$ cat config.mk
export PLATFORM = sky130hd
export DESIGN_NAME = risc_sequencer
export DESIGN_NICKNAME = d
export VERILOG_FILES = /design/src/rtl/risc_pkg.sv /design/src/rtl/risc_wait_timer.sv /design/src/rtl/risc_sequencer.sv
export SDC_FILE = /design/constraint.sdc
export NUM_CORES = 1
export LEC_CHECK = 0
export ABC_AREA = 1
export CORE_ASPECT_RATIO = 0.9
export CORE_UTILIZATION = 28
export DETAILED_ROUTE_END_ITERATION = 10
export SYNTH_ARGS = -nofsm -noshare
export SYNTH_HDL_FRONTEND = slang
export SYNTH_SLANG_ARGS = --single-unit
$ cat constraint.sdc
create_clock -name clk -period 2.6 [get_ports clk]
set_input_delay 0.52 -clock clk [delete_from_list [all_inputs] [get_ports clk]]
set_output_delay 0.52 -clock clk [all_outputs]
set_load 0.01 [all_outputs]
$ cat src/rtl/risc_pkg.sv
// Shared encodings for the risc sequencer: FSM states, opcodes, ALU selects.
// Pure declarations, no timing or flow control.
package risc_pkg;

    typedef enum logic [2:0] {
        S_FETCH     = 3'd0,
        S_DECODE    = 3'd1,
        S_EXECUTE   = 3'd2,
        S_MEM       = 3'd3,
        S_WRITEBACK = 3'd4,
        S_BRANCH    = 3'd5,
        S_HALT      = 3'd6
    } state_e;

    localparam logic [3:0] OP_LD   = 4'b0000;
    localparam logic [3:0] OP_ST   = 4'b0001;
    localparam logic [3:0] OP_NOP0 = 4'b1010;
    localparam logic [3:0] OP_BEQ  = 4'b1011;
    localparam logic [3:0] OP_BNE  = 4'b1100;
    localparam logic [3:0] OP_JMP  = 4'b1101;
    localparam logic [3:0] OP_NOP1 = 4'b1110;
    localparam logic [3:0] OP_HLT  = 4'b1111;

    localparam logic [2:0] ALU_ADD = 3'b000;
    localparam logic [2:0] ALU_SUB = 3'b001;

    function automatic logic is_alu_op(input logic [3:0] opc);
        return (opc >= 4'b0010) && (opc <= 4'b1001);
    endfunction

endpackage

$ cat src/rtl/risc_wait_timer.sv
// Counts ready-low cycles of the active memory handshake; flags expiry combinationally
// on the WAIT_MAX-th consecutive low cycle. Clears on any state change.
module risc_wait_timer #(
    parameter int WAIT_MAX = 15
) (
    input  logic clk,
    input  logic reset,
    input  logic clear,
    input  logic active,
    input  logic ready,
    output logic expire
);
    localparam int CW = (WAIT_MAX < 1) ? 1 : $clog2(WAIT_MAX + 1);
    localparam logic [CW-1:0] LAST = CW'(WAIT_MAX - 1);

    logic [CW-1:0] cnt_q, cnt_d;

    always_comb begin
        cnt_d = cnt_q;
        if (clear) begin
            cnt_d = '0;
        end else if (active && !ready) begin
            cnt_d = cnt_q + CW'(1);
        end
    end

    assign expire = active && !ready && (cnt_q == LAST);

    always_ff @(posedge clk) begin
        if (reset) begin
            cnt_q <= '0;
        end else begin
            cnt_q <= cnt_d;
        end
    end

endmodule

$ cat src/rtl/risc_sequencer.sv
// Multi-cycle fetch/decode/execute sequencer: FETCH and MEM stall on their ready input,
// every other state takes one cycle; a stall of WAIT_MAX cycles halts with fault.
module risc_sequencer
    import risc_pkg::*;
#(
    parameter int DATA_W   = 16,
    parameter int ADDR_W   = 8,
    parameter int CNT_W    = 16,
    parameter int WAIT_MAX = 15
) (
    input  logic              clk,
    input  logic              reset,
    output logic              imem_req,
    output logic [ADDR_W-1:0] imem_addr,
    input  logic              imem_ready,
    input  logic [DATA_W-1:0] imem_data,
    output logic [DATA_W-1:0] instr,
    output logic              alu_en,
    output logic [2:0]        alu_op,
    input  logic              alu_zero,
    output logic              dmem_req,
    output logic              dmem_we,
    input  logic              dmem_ready,
    output logic              rf_we,
    output logic [ADDR_W-1:0] pc,
    output logic [2:0]        state,
    output logic [CNT_W-1:0]  retired,
    output logic              halted,
    output logic              fault
);
    state_e            state_q, state_d;
    logic [ADDR_W-1:0] pc_q, pc_d;
    logic [DATA_W-1:0] instr_q, instr_d;
    logic [CNT_W-1:0]  retired_q, retired_d;
    logic              zero_q, zero_d;
    logic              fault_q, fault_d;
    logic              wait_expire;

    logic [3:0]        opc;
    logic [ADDR_W-1:0] pc_inc;
    logic [ADDR_W-1:0] br_off;
    logic              br_taken;
    logic              retire;

    assign opc      = instr_q[DATA_W-1 -: 4];
    assign pc_inc   = pc_q + ADDR_W'(1);
    assign br_off   = ADDR_W'($signed(instr_q[5:0]));
    assign br_taken = ((opc == OP_BEQ) && zero_q) || ((opc == OP_BNE) && !zero_q);

    risc_wait_timer #(.WAIT_MAX(WAIT_MAX)) u_wait_timer (
        .clk    (clk),
        .reset  (reset),
        .clear  (state_d != state_q),
        .active ((state_q == S_FETCH) || (state_q == S_MEM)),
        .ready  ((state_q == S_MEM) ? dmem_ready : imem_ready),
        .expire (wait_expire)
    );

    always_comb begin
        state_d = state_q;
        pc_d    = pc_q;
        instr_d = instr_q;
        zero_d  = zero_q;
        fault_d = fault_q;
        case (state_q)
            S_FETCH: begin
                if (imem_ready) begin
                    instr_d = imem_data;
                    state_d = S_DECODE;
                end else if (wait_expire) begin
                    state_d = S_HALT;
                    fault_d = 1'b1;
                end
            end
            S_DECODE: begin
                case (opc)
                    OP_NOP0, OP_NOP1: begin
                        pc_d    = pc_inc;
                        state_d = S_FETCH;
                    end
                    OP_JMP: begin
                        pc_d    = instr_q[ADDR_W-1:0];
                        state_d = S_FETCH;
                    end
                    OP_HLT:  state_d = S_HALT;
                    default: state_d = S_EXECUTE;
                endcase
            end
            S_EXECUTE: begin
                zero_d = alu_zero;
                if (is_alu_op(opc)) begin
                    state_d = S_WRITEBACK;
                end else if ((opc == OP_LD) || (opc == OP_ST)) begin
                    state_d = S_MEM;
                end else begin
                    state_d = S_BRANCH;
                end
            end
            S_MEM: begin
                if (dmem_ready) begin
                    if (opc == OP_LD) begin
                        state_d = S_WRITEBACK;
                    end else begin
                        pc_d    = pc_inc;
                        state_d = S_FETCH;
                    end
                end else if (wait_expire) begin
                    state_d = S_HALT;
                    fault_d = 1'b1;
                end
            end
            S_WRITEBACK: begin
                pc_d    = pc_inc;
                state_d = S_FETCH;
            end
            S_BRANCH: begin
                pc_d    = br_taken ? (pc_inc + br_off) : pc_inc;
                state_d = S_FETCH;
            end
            S_HALT:  state_d = S_HALT;
            default: state_d = S_FETCH;
        endcase

        // Only DECODE/MEM/WRITEBACK/BRANCH can enter FETCH, so any entry into FETCH or HALT retires.
        retire    = (state_d != state_q) && ((state_d == S_FETCH) || (state_d == S_HALT));
        retired_d = retire ? (retired_q + CNT_W'(1)) : retired_q;
    end

    always_ff @(posedge clk) begin
        if (reset) begin
            state_q   <= S_FETCH;
            pc_q      <= '0;
            instr_q   <= '0;
            retired_q <= '0;
            zero_q    <= 1'b0;
            fault_q   <= 1'b0;
        end else begin
            state_q   <= state_d;
            pc_q      <= pc_d;
            instr_q   <= instr_d;
            retired_q <= retired_d;
            zero_q    <= zero_d;
            fault_q   <= fault_d;
        end
    end

    always_comb begin
        alu_op = 3'b000;
        if (state_q == S_EXECUTE) begin
            if (is_alu_op(opc)) begin
                alu_op = 3'(opc - 4'd2);
            end else if ((opc == OP_LD) || (opc == OP_ST)) begin
                alu_op = ALU_ADD;
            end else begin
                alu_op = ALU_SUB;
            end
        end
    end

    assign imem_req  = (state_q == S_FETCH);
    assign imem_addr = pc_q;
    assign alu_en    = (state_q == S_EXECUTE);
    assign dmem_req  = (state_q == S_MEM);
    assign dmem_we   = (state_q == S_MEM) && (opc == OP_ST);
    assign rf_we     = (state_q == S_WRITEBACK);
    assign instr     = instr_q;
    assign pc        = pc_q;
    assign state     = state_q;
    assign retired   = retired_q;
    assign halted    = (state_q == S_HALT);
    assign fault     = fault_q;

endmodule

# ---- After elaboration in Yosys (flattened, before gate mapping)
# Cells that the tools add are included.
dict set report classes {
  eq_ne 21
  multipliers 0
  magnitude_cmp 2
  shifts 0
  div 0
  mux 21
  reduce_logical 24
  add_sub_neg 5
  bitwise_logic 0
}
# op count
set ops {}
lappend ops {{8-bit case mux with 4 select lines} 1}
lappend ops {{4-bit equality test, second input constant} 7}
lappend ops {{3-bit 2-to-1 mux} 8}
lappend ops {{8-bit 2-to-1 mux} 3}
lappend ops {{16-bit by 1-bit adder with 16-bit output, second input constant} 1}
lappend ops {{8-bit case mux with 2 select lines} 1}
lappend ops {{3-bit case mux with 5 select lines} 1}
lappend ops {{3-bit equality test, second input constant} 4}
lappend ops {{8-bit by 1-bit adder with 8-bit output, second input constant} 1}
lappend ops {{8-bit adder} 1}
lappend ops {{1-bit logical AND} 7}
lappend ops {{3-bit by 2-bit equality test with 1-bit output, second input constant} 2}
lappend ops {{3-bit zero test} 2}
lappend ops {{2-bit != test, second input constant} 3}
lappend ops {{3-bit case mux with 2 select lines} 1}
lappend ops {{1-bit 2-to-1 mux} 5}
lappend ops {{4-bit by 1-bit adder with 4-bit output, second input constant} 1}
lappend ops {{4-bit by 1-bit equality test with 1-bit output, second input constant} 1}
lappend ops {{4-bit by 2-bit greater-or-equal comparator with 1-bit output, second input constant} 1}
lappend ops {{4-bit less-or-equal comparator, second input constant} 1}
lappend ops {{4-bit zero test} 1}
lappend ops {{1-bit logical OR} 4}
lappend ops {{4-bit AND reduction} 1}
lappend ops {{4-bit nonzero test} 1}
lappend ops {{other kinds (12)} 14}
dict set report totals {
  mem_bits_ro 0
  mem_count 0
  register_bits 49
  input_bits 21
  latch_bits 0
  ramBits 0
}

# ---- Depth between registers and ports, before layout
# Gate-level depths: netlist of run 1.
dict set report depth {
  word_depth 11
  depth_mapped 16
}

# ---- Hierarchy
# Synthesis of run 1 repeated with hierarchy kept, for this count alone.
dict set report hier_totals {
  hier_cells 459
  hier_area_um2 3423.3
}
# module seq_area_each_um2 instances area_per_inst_um2 cells_each
set by_module_without_submodules {}
lappend by_module_without_submodules {risc_sequencer 900.9 1 3213.1 429}
lappend by_module_without_submodules {risc_wait_timer 80.1 1 210.2 30}

# ---- Worst setup path after synthesis of run 1
# No wires, ideal clock.
dict set report synth_timing {
  path_kind {reg-to-reg}
  startpoint {register pc_q[0], in the netlist imem_addr[0]}
  endpoint {register pc_q[7], in the netlist imem_addr[7]}
  required_ns 2.530
  period_less_slack_ns 2.149
  path_buffers 0
  path_stages_with_launch 15
  setup_ns 0.070
  arrival_ns 2.079
  slack_ns 0.451
  path_cell_list {dfxtp_1 ha_1 nand4_1 nor2_1 xor2_1 ha_1 inv_1 o21bai_1 nor2_1 nand3_1 nand2_1 inv_1 nand3b_1 nand3_1 a21oi_1}
}
dict set report synth_between {
  elab_chain_len 4
  word_cells_on_any_way 7
}
# element line_no
set synth_lines {}
lappend synth_lines {{start: declaration} risc_sequencer.sv:32} ;# logic [ADDR_W-1:0] pc_q, pc_d;
lappend synth_lines {{start signal: assignment} risc_sequencer.sv:139} ;# pc_q <= pc_d;
lappend synth_lines {{8-bit by 1-bit adder with 8-bit output *} risc_sequencer.sv:46} ;# assign pc_inc = pc_q + ADDR_W'(1);
lappend synth_lines {{8-bit adder or 8-bit 2-to-1 mux (tied branches)} {risc_sequencer.sv:117, risc_sequencer.sv:101}}
lappend synth_lines {{8-bit 2-to-1 mux, on equally long branches} {risc_sequencer.sv:117, risc_sequencer.sv:100}}
lappend synth_lines {{8-bit case mux with 4 select lines *} risc_sequencer.sv:65} ;# case (state_q)
# Every way passes the cells marked *; elsewhere a longest branch is shown, timed or not. The select of a mux whose other input is x is not followed.
# A chain may end at the register's enable or synchronous reset.

# ---- Final worst setup path of run 1
dict set report layout_timing {
  startpoint {register state_q[0], in the netlist state[0]}
  endpoint {output port alu_op[0]}
}
dict set report layout_between {
  elab_chain_len 2
}
# element line_no
set layout_lines {}
lappend layout_lines {{start: declaration} risc_sequencer.sv:31} ;# state_e state_q, state_d;
lappend layout_lines {{start signal: assignment} risc_sequencer.sv:138} ;# state_q <= state_d;
lappend layout_lines {{3-bit by 2-bit equality test with 1-bit output} risc_sequencer.sv:149} ;# if (state_q == S_EXECUTE) begin
lappend layout_lines {{3-bit 2-to-1 mux} risc_sequencer.sv:149}
lappend layout_lines {{end: declaration} risc_sequencer.sv:19} ;# output logic [2:0] alu_op,
# No other way between the ends.

==> results.cfg, run 1 <==
[yosys]
syn_inst = 479
post_synth_num_cell_types = 37
synth_seq_area_share_pct = 29.9
ys_seq_elements = 49
ys_warn_count = 0
avgSynthCellArea_um2 = 6.86
ys.flop_type = dfxtp_1
synth-async-reset-ratio_pct = 0
synth_edf_count = 0
synth_nets = 512
syn_area_mm2 = 0.00329

[floorplanning]
fp.dieW_um = 116
start_util_pct = 28.7
coreArea_mm2 = 0.0114
die_area_mm2 = 0.0122
rows = 37
ios = 82
die-height_um = 105

[grt]
gr-max-usage-layer = met2
antenna_found_initial = 0
gr-usage-met3_pct = 2.20
grt_max_degree = 28
met1_usage_pct = 23.8
grt_pass1_vias = 3130
grt_use_met2_pct = 24.3
grt_usage_pct = 16.0
grt_overflow = 0
grt_pass1_wl_um = 15700

[drt]
drc_errors = 0
dr_total_vias = 3326
ant_nets = 0
dr.pass1.iters = 4
drt-total-wl_um = 9460
viasPerCell = 4.66
wl_per_cell_um = 13.3
first_iter_violations = 197

[placement]
placed_area_mm2 = 0.00424
dp_slack_ns = 0.214
place.gp.congestion = 0.883
dp_hpwl_um = 7240
dpl.cell_count = 706
port_buffers = 81

[timing]
worst_slew_pin_slew_ns = 0.607
holdWs_ns = 0.471
period_share_pct = 96.1
period_minus_slack_ns = 2.50
clock.fmax_mhz = 400
slew-limit-headroom_pct = 59.1
setup_viol = 0
clock_skew_ns = 0.00542
hold_viol_final = 0
rsz0062_at_grt = false
setup_ws_ns = 0.102
drv_slew = 0
tns_ns = 0

[clock_network]
clock_latency_ns = 0.29
cts_tree = built
cts_buffers = 5
htree_num_levels = 2
cts.clk_slew.worst_paths_ns = 0.07
clock_sinks = 49
clockBufferDepth = 2
ctsRootBufferMaster = clkbuf_16

[power]
power_mw = 2.86
peakVddDrop_uv = 374
power.density_mw_per_mm2 = 649
leakage_nw = 1.80

[worst_setup_path]
worstPathBufferInverterCount = 2
path_max_fanout = 6
reg2reg_slack_ns = 0.24
critPathKind = flip-flop to primary output
critPathMaxStageDelay_ns = 0.58
crit_path_frequent_cell = nand2_2
slowest_stage = clkdlybuf4s50_1
end_kind = primary output
startpoint_type = flip-flop
cp_cell_sequence = inv_2 -> nand2_2 -> nor2_4 -> nand2_2 -> a21oi_1 -> clkdlybuf4s50_1
critPathTopFamily = buffers and inverters
crit_required_ns = 2.08
cp.arrival_ns = 1.98

[outcome]
status = complete, no violations

[layout]
final_util_pct = 38.6
final_cells = 714
layout.nets = 590
syn_to_final_growth_pct = 34.2
drive_gt1_share_pct = 12.7
final_area_mm2 = 0.00441
num_antenna_cells = 0

[hold_path]
hold_class = flip-flop to flip-flop

[run]
cap_violations = 0
-- layout by cell type (no fill, tap or decap), types with 2 or more instances in the layout --
cell type        Yosys  layout
nor2_2               4       4
clkdlybuf4s50_1      0      79
buf_4               12      13
a21oi_2              8       8
nand4_1             21      21
o21bai_1             2       2
nand2_2             19      19
xor2_1              10      10
inv_2                8       8
clkbuf_16            0       5
o221ai_1             4       4
nand3_2              2       2
nor3_1               9       9
nand2_4              2       2
or2_2                2       2
xnor2_1              9       9
a21oi_1             45      45
nand2_1             78      78
nand3_1             23      23
ha_1                11      11
o21ai_0             32      32
nand3b_1             3       3
dfxtp_1             49      48
dlymetal6s2s_1       0       2
o21ai_1              4       4
inv_1               54      54
nor2_4               2       2
nor2_1              47      47
-- path summary, 6_finish.rpt --
kind	cells after the start	from	end
worst max-delay path	6	state[0]	alu_op[0]
worst min-delay path	2	instr[6]	instr[6]
worst max register to register	14	imem_addr[1]	imem_addr[7]
worst min register to register	2	instr[6]	instr[6]
-- worst reg2reg max path: cells and delay by family (launching register included) --
kind / cells / cell delay, ns
simple gates: 7 / 0.72
fa+ha+maj: 2 / 0.57
flops: 1 / 0.41
xor+xnor: 1 / 0.27
compound gates: 2 / 0.18
buf+inv: 2 / 0.13
-- registers in the layout, summed over array words and instances (netlist names) --
register and flops:
instr 16, retired 16, imem_addr 8, u_wait_timer.cnt_q 4, state 3, fault 1
zero_q 1
-- cell type report --
type / count / area (um^2)
clock buffer: 6 / 129
clock inverter: 2 / 38.8
tap: 156 / 195
fill: 1231 / 7020
inverter: 62 / 233
sequential: 49 / 982
timing repair buffer: 94 / 913
multi-input combinational: 345 / 1920
-- kinds of logic after synthesis --
group / synth area share, %
buffers and inverters: 11.7
AO/OA/AOI/OAI: 16.9
AND/OR/NAND/NOR: 31.6
adder cells (fa/ha/maj): 4.80
flip-flops: 29.9
XOR/XNOR: 5.06
-- layer usage --
layer | wire length [um] | vias up
met4 | 55 | 0
met2 | 4140 | 85
met5 | 0 | -
met3 | 459 | 4
met1 | 4800 | 1515
li1 | - | 1722
-- Yosys cell counts (2+ instances only) --
master / instances / area (um^2)
a21oi_1: 45 / 225
a21oi_2: 8 / 70.1
buf_2: 2 / 10.0
buf_4: 12 / 90.1
clkbuf_1: 7 / 26.3
dfxtp_1: 49 / 981
ha_1: 11 / 138
inv_1: 54 / 203
inv_2: 8 / 30.0
nand2_1: 78 / 293
nand2_2: 19 / 119
nand2_4: 2 / 22.5
nand3_1: 23 / 115
nand3_2: 2 / 20.0
nand3b_1: 3 / 22.5
nand4_1: 21 / 131
nor2_1: 47 / 176
nor2_2: 4 / 25.0
nor2_4: 2 / 22.5
nor3_1: 9 / 45.0
o21ai_0: 32 / 160
o21ai_1: 4 / 20.0
o21bai_1: 2 / 15.0
o221ai_1: 4 / 35.0
or2_2: 2 / 12.5
xnor2_1: 9 / 78.8
xor2_1: 10 / 87.6
-- power by group --
group          internal (mW)  switching, mW
combinational          0.491          0.659
sequential             0.842          0.120
clock                  0.457          0.292
total                   1.79           1.07
-- timing repair --
item	CTS	global route
resized for setup	0	3
setup buffers	0	0
hold buffers	0	0
endpoints found under the setup margin	0	4
(Power assumes the default switching activity.)
==> inputs of run 2 (changes only) <==
- clock period: 2.6 -> 2.1 ns (I/O delays scaled with it)
==> run 2 against run 1 <==
Against the previous run: the flow now finishes with violations (negative setup slack); critical path type is now flip-flop to flip-flop; largest power group unchanged; global-route usage grew 0.86 points; via count rose by 8.8%; first-iteration DRC count decreased by 12%; non-clock buffer count up 45; power increased by 29%; clock skew down 0.0020 ns; largest cell class unchanged; combinational power increased by 50%.
==> results.cfg, run 2 (synthesized netlist as in run 1, its figures left out) <==
[outcome]
status = complete, but fails checks
violations = negative setup slack

[placement]
port_buffers = 81
dp_hpwl_um = 7430
place.gp.congestion = 0.897
placed_area_mm2 = 0.00449

[drt]
drc_errors = 0
viasPerCell = 4.77
dr.pass1.iters = 6
drt-total-wl_um = 10100
first_iter_violations = 173
wl_per_cell_um = 13.3
dr_total_vias = 3618
ant_nets = 0

[timing]
rsz0062_at_grt = true
slew-limit-headroom_pct = 72.0
period_share_pct = 102
hold_viol_final = 0
drv_slew = 0
clock_skew_ns = 0.00341
setup_ws_ns = -0.0414
period_minus_slack_ns = 2.14
worst_slew_pin_slew_ns = 0.419
tns_ns = -0.0414
clock.fmax_mhz = 467
setup_viol = 1

[worst_setup_path]
end_kind = flip-flop
crit_required_ns = 2.32
startpoint_type = flip-flop
critPathKind = flip-flop to flip-flop
path_max_fanout = 4
timing.rr.end = imem_addr[7]
r2r-start = imem_addr[0]
reg2reg_slack_ns = -0.04
cp.arrival_ns = 2.37
rr_worst_depth = 14

[clock_network]
clockBufferDepth = 2
cts.clk_slew.worst_paths_ns = 0.07
clock_sinks = 49
clock_latency_ns = 0.29
htree_num_levels = 2
cts_buffers = 5
cts_tree = built
hold_buffers = 0
ctsRootBufferMaster = clkbuf_16

[grt]
grt_pass1_wl_um = 16400
grt_usage_pct = 16.9
grt_pass1_vias = 3336
grt_max_degree = 28
antenna_found_initial = 0
grt_overflow = 0

[layout]
final_cell_mix = 75 x nand2_1, 75 x clkdlybuf4s50_1, 58 x buf_4
drive_gt1_share_pct = 23.1
layout.nets = 635
final_area_mm2 = 0.00483
syn_to_final_growth_pct = 47.0
fillers = 1159
num_antenna_cells = 0

[power]
peakVddDrop_uv = 348
power.density_mw_per_mm2 = 766
leakage_nw = 2.02

[floorplanning]
rows = 37
start_util_pct = 28.7
coreArea_mm2 = 0.0114
die-height_um = 105
die_area_mm2 = 0.0122
fp.dieW_um = 116
ios = 82

[run]
cap_violations = 0

[hold_path]
worstHoldStart = instr[10]
hold_depth = 2
hold_class = flip-flop to flip-flop
holdPathEnd = instr[10]
## run 2: cell types whose count changed in the layout (fill, tap and decap cells not counted), moves of 3 or more
cell and change:
buf_4 +45, clkdlybuf4s50_1 -4, dfxtp_1 -5, dfxtp_4 +4, dlygate4sd2_1 +5, ha_1 -3, ha_4 +3, nand2_1 -3
nand2_2 +3, nand3_1 -3, nand3_2 +3, nor2_1 -4, nor2_2 +3
## run 2: what timing repair did
action | CTS | global route
buffers inserted | 10 | 2
pin swaps | 8 | 11
gates resized for setup | 16 | 20
endpoints found under the setup margin | 9 | 7
## run 2: layout make-up
| class | instances | area (um^2) | share of cell area [%] |
|---|---|---|---|
| tap | 156 | 195 | 4.04 |
| inverter | 62 | 233 | 4.82 |
| sequential | 49 | 998 | 20.7 |
| clock buffer | 7 | 133 | 2.75 |
| multi-input combinational | 345 | 2020 | 41.8 |
| clock inverter | 1 | 7.51 | 0.155 |
| timing repair buffer | 139 | 1240 | 25.7 |
## run 2: power by group
group          total [mW]  internal (mW)  switching (mW)
logic                1.72          0.791           0.927
clock network       0.808          0.444           0.364
registers            1.17           1.05           0.122
## run 2: worst max-delay path, stage by stage, from the launching register on
cell      delay [ns]
dfxtp_4         0.38
ha_4            0.14
nand4_1         0.14
nor2_2          0.17
xor2_2          0.26
ha_4            0.26
inv_2           0.05
o21bai_1        0.05
nor2_1          0.14
nand3_1         0.11
nand2_1         0.07
inv_1           0.03
nand3b_1        0.07
nand3_1         0.07
a21oi_1         0.13
## run 2: worst max path at each step
stage / startpoint / end / slack, ns / cells past startpoint
3_5_place_dp: imem_addr[2] / imem_addr[6] / -0.08 / 16
2_1_floorplan: imem_addr[0] / imem_addr[7] / 0.04 / 14
6_report: imem_addr[0] / imem_addr[7] / -0.04 / 14
5_1_grt: imem_addr[0] / imem_addr[7] / -0.22 / 14
4_1_cts: imem_addr[0] / imem_addr[5] / 0.005 / 13
3_3_place_gp: imem_addr[2] / imem_addr[6] / -0.08 / 16
## run 2: metal layers
metal,share of wire (%),global-route usage [%]
met5,0,0
met2,45,26.6
met1,48,23.8
met4,1.4,3.75
met3,5.4,2.84
## run 2: stage by stage
stage	cells	total power, mW	utilization [%]	setup slack [ns]	hold WS (ns)
CTS	757	3.64	41.4	0.00523	0.480
global route	759	3.93	42.2	-0.216	0.502
detailed placement	739	2.79	39.3	-0.0846	0.464
floorplan	479	2.11	-	0.0418	0.449
finish	759	3.70	42.2	-0.0414	0.474
global placement	739	2.75	39.3	-0.0805	0.458
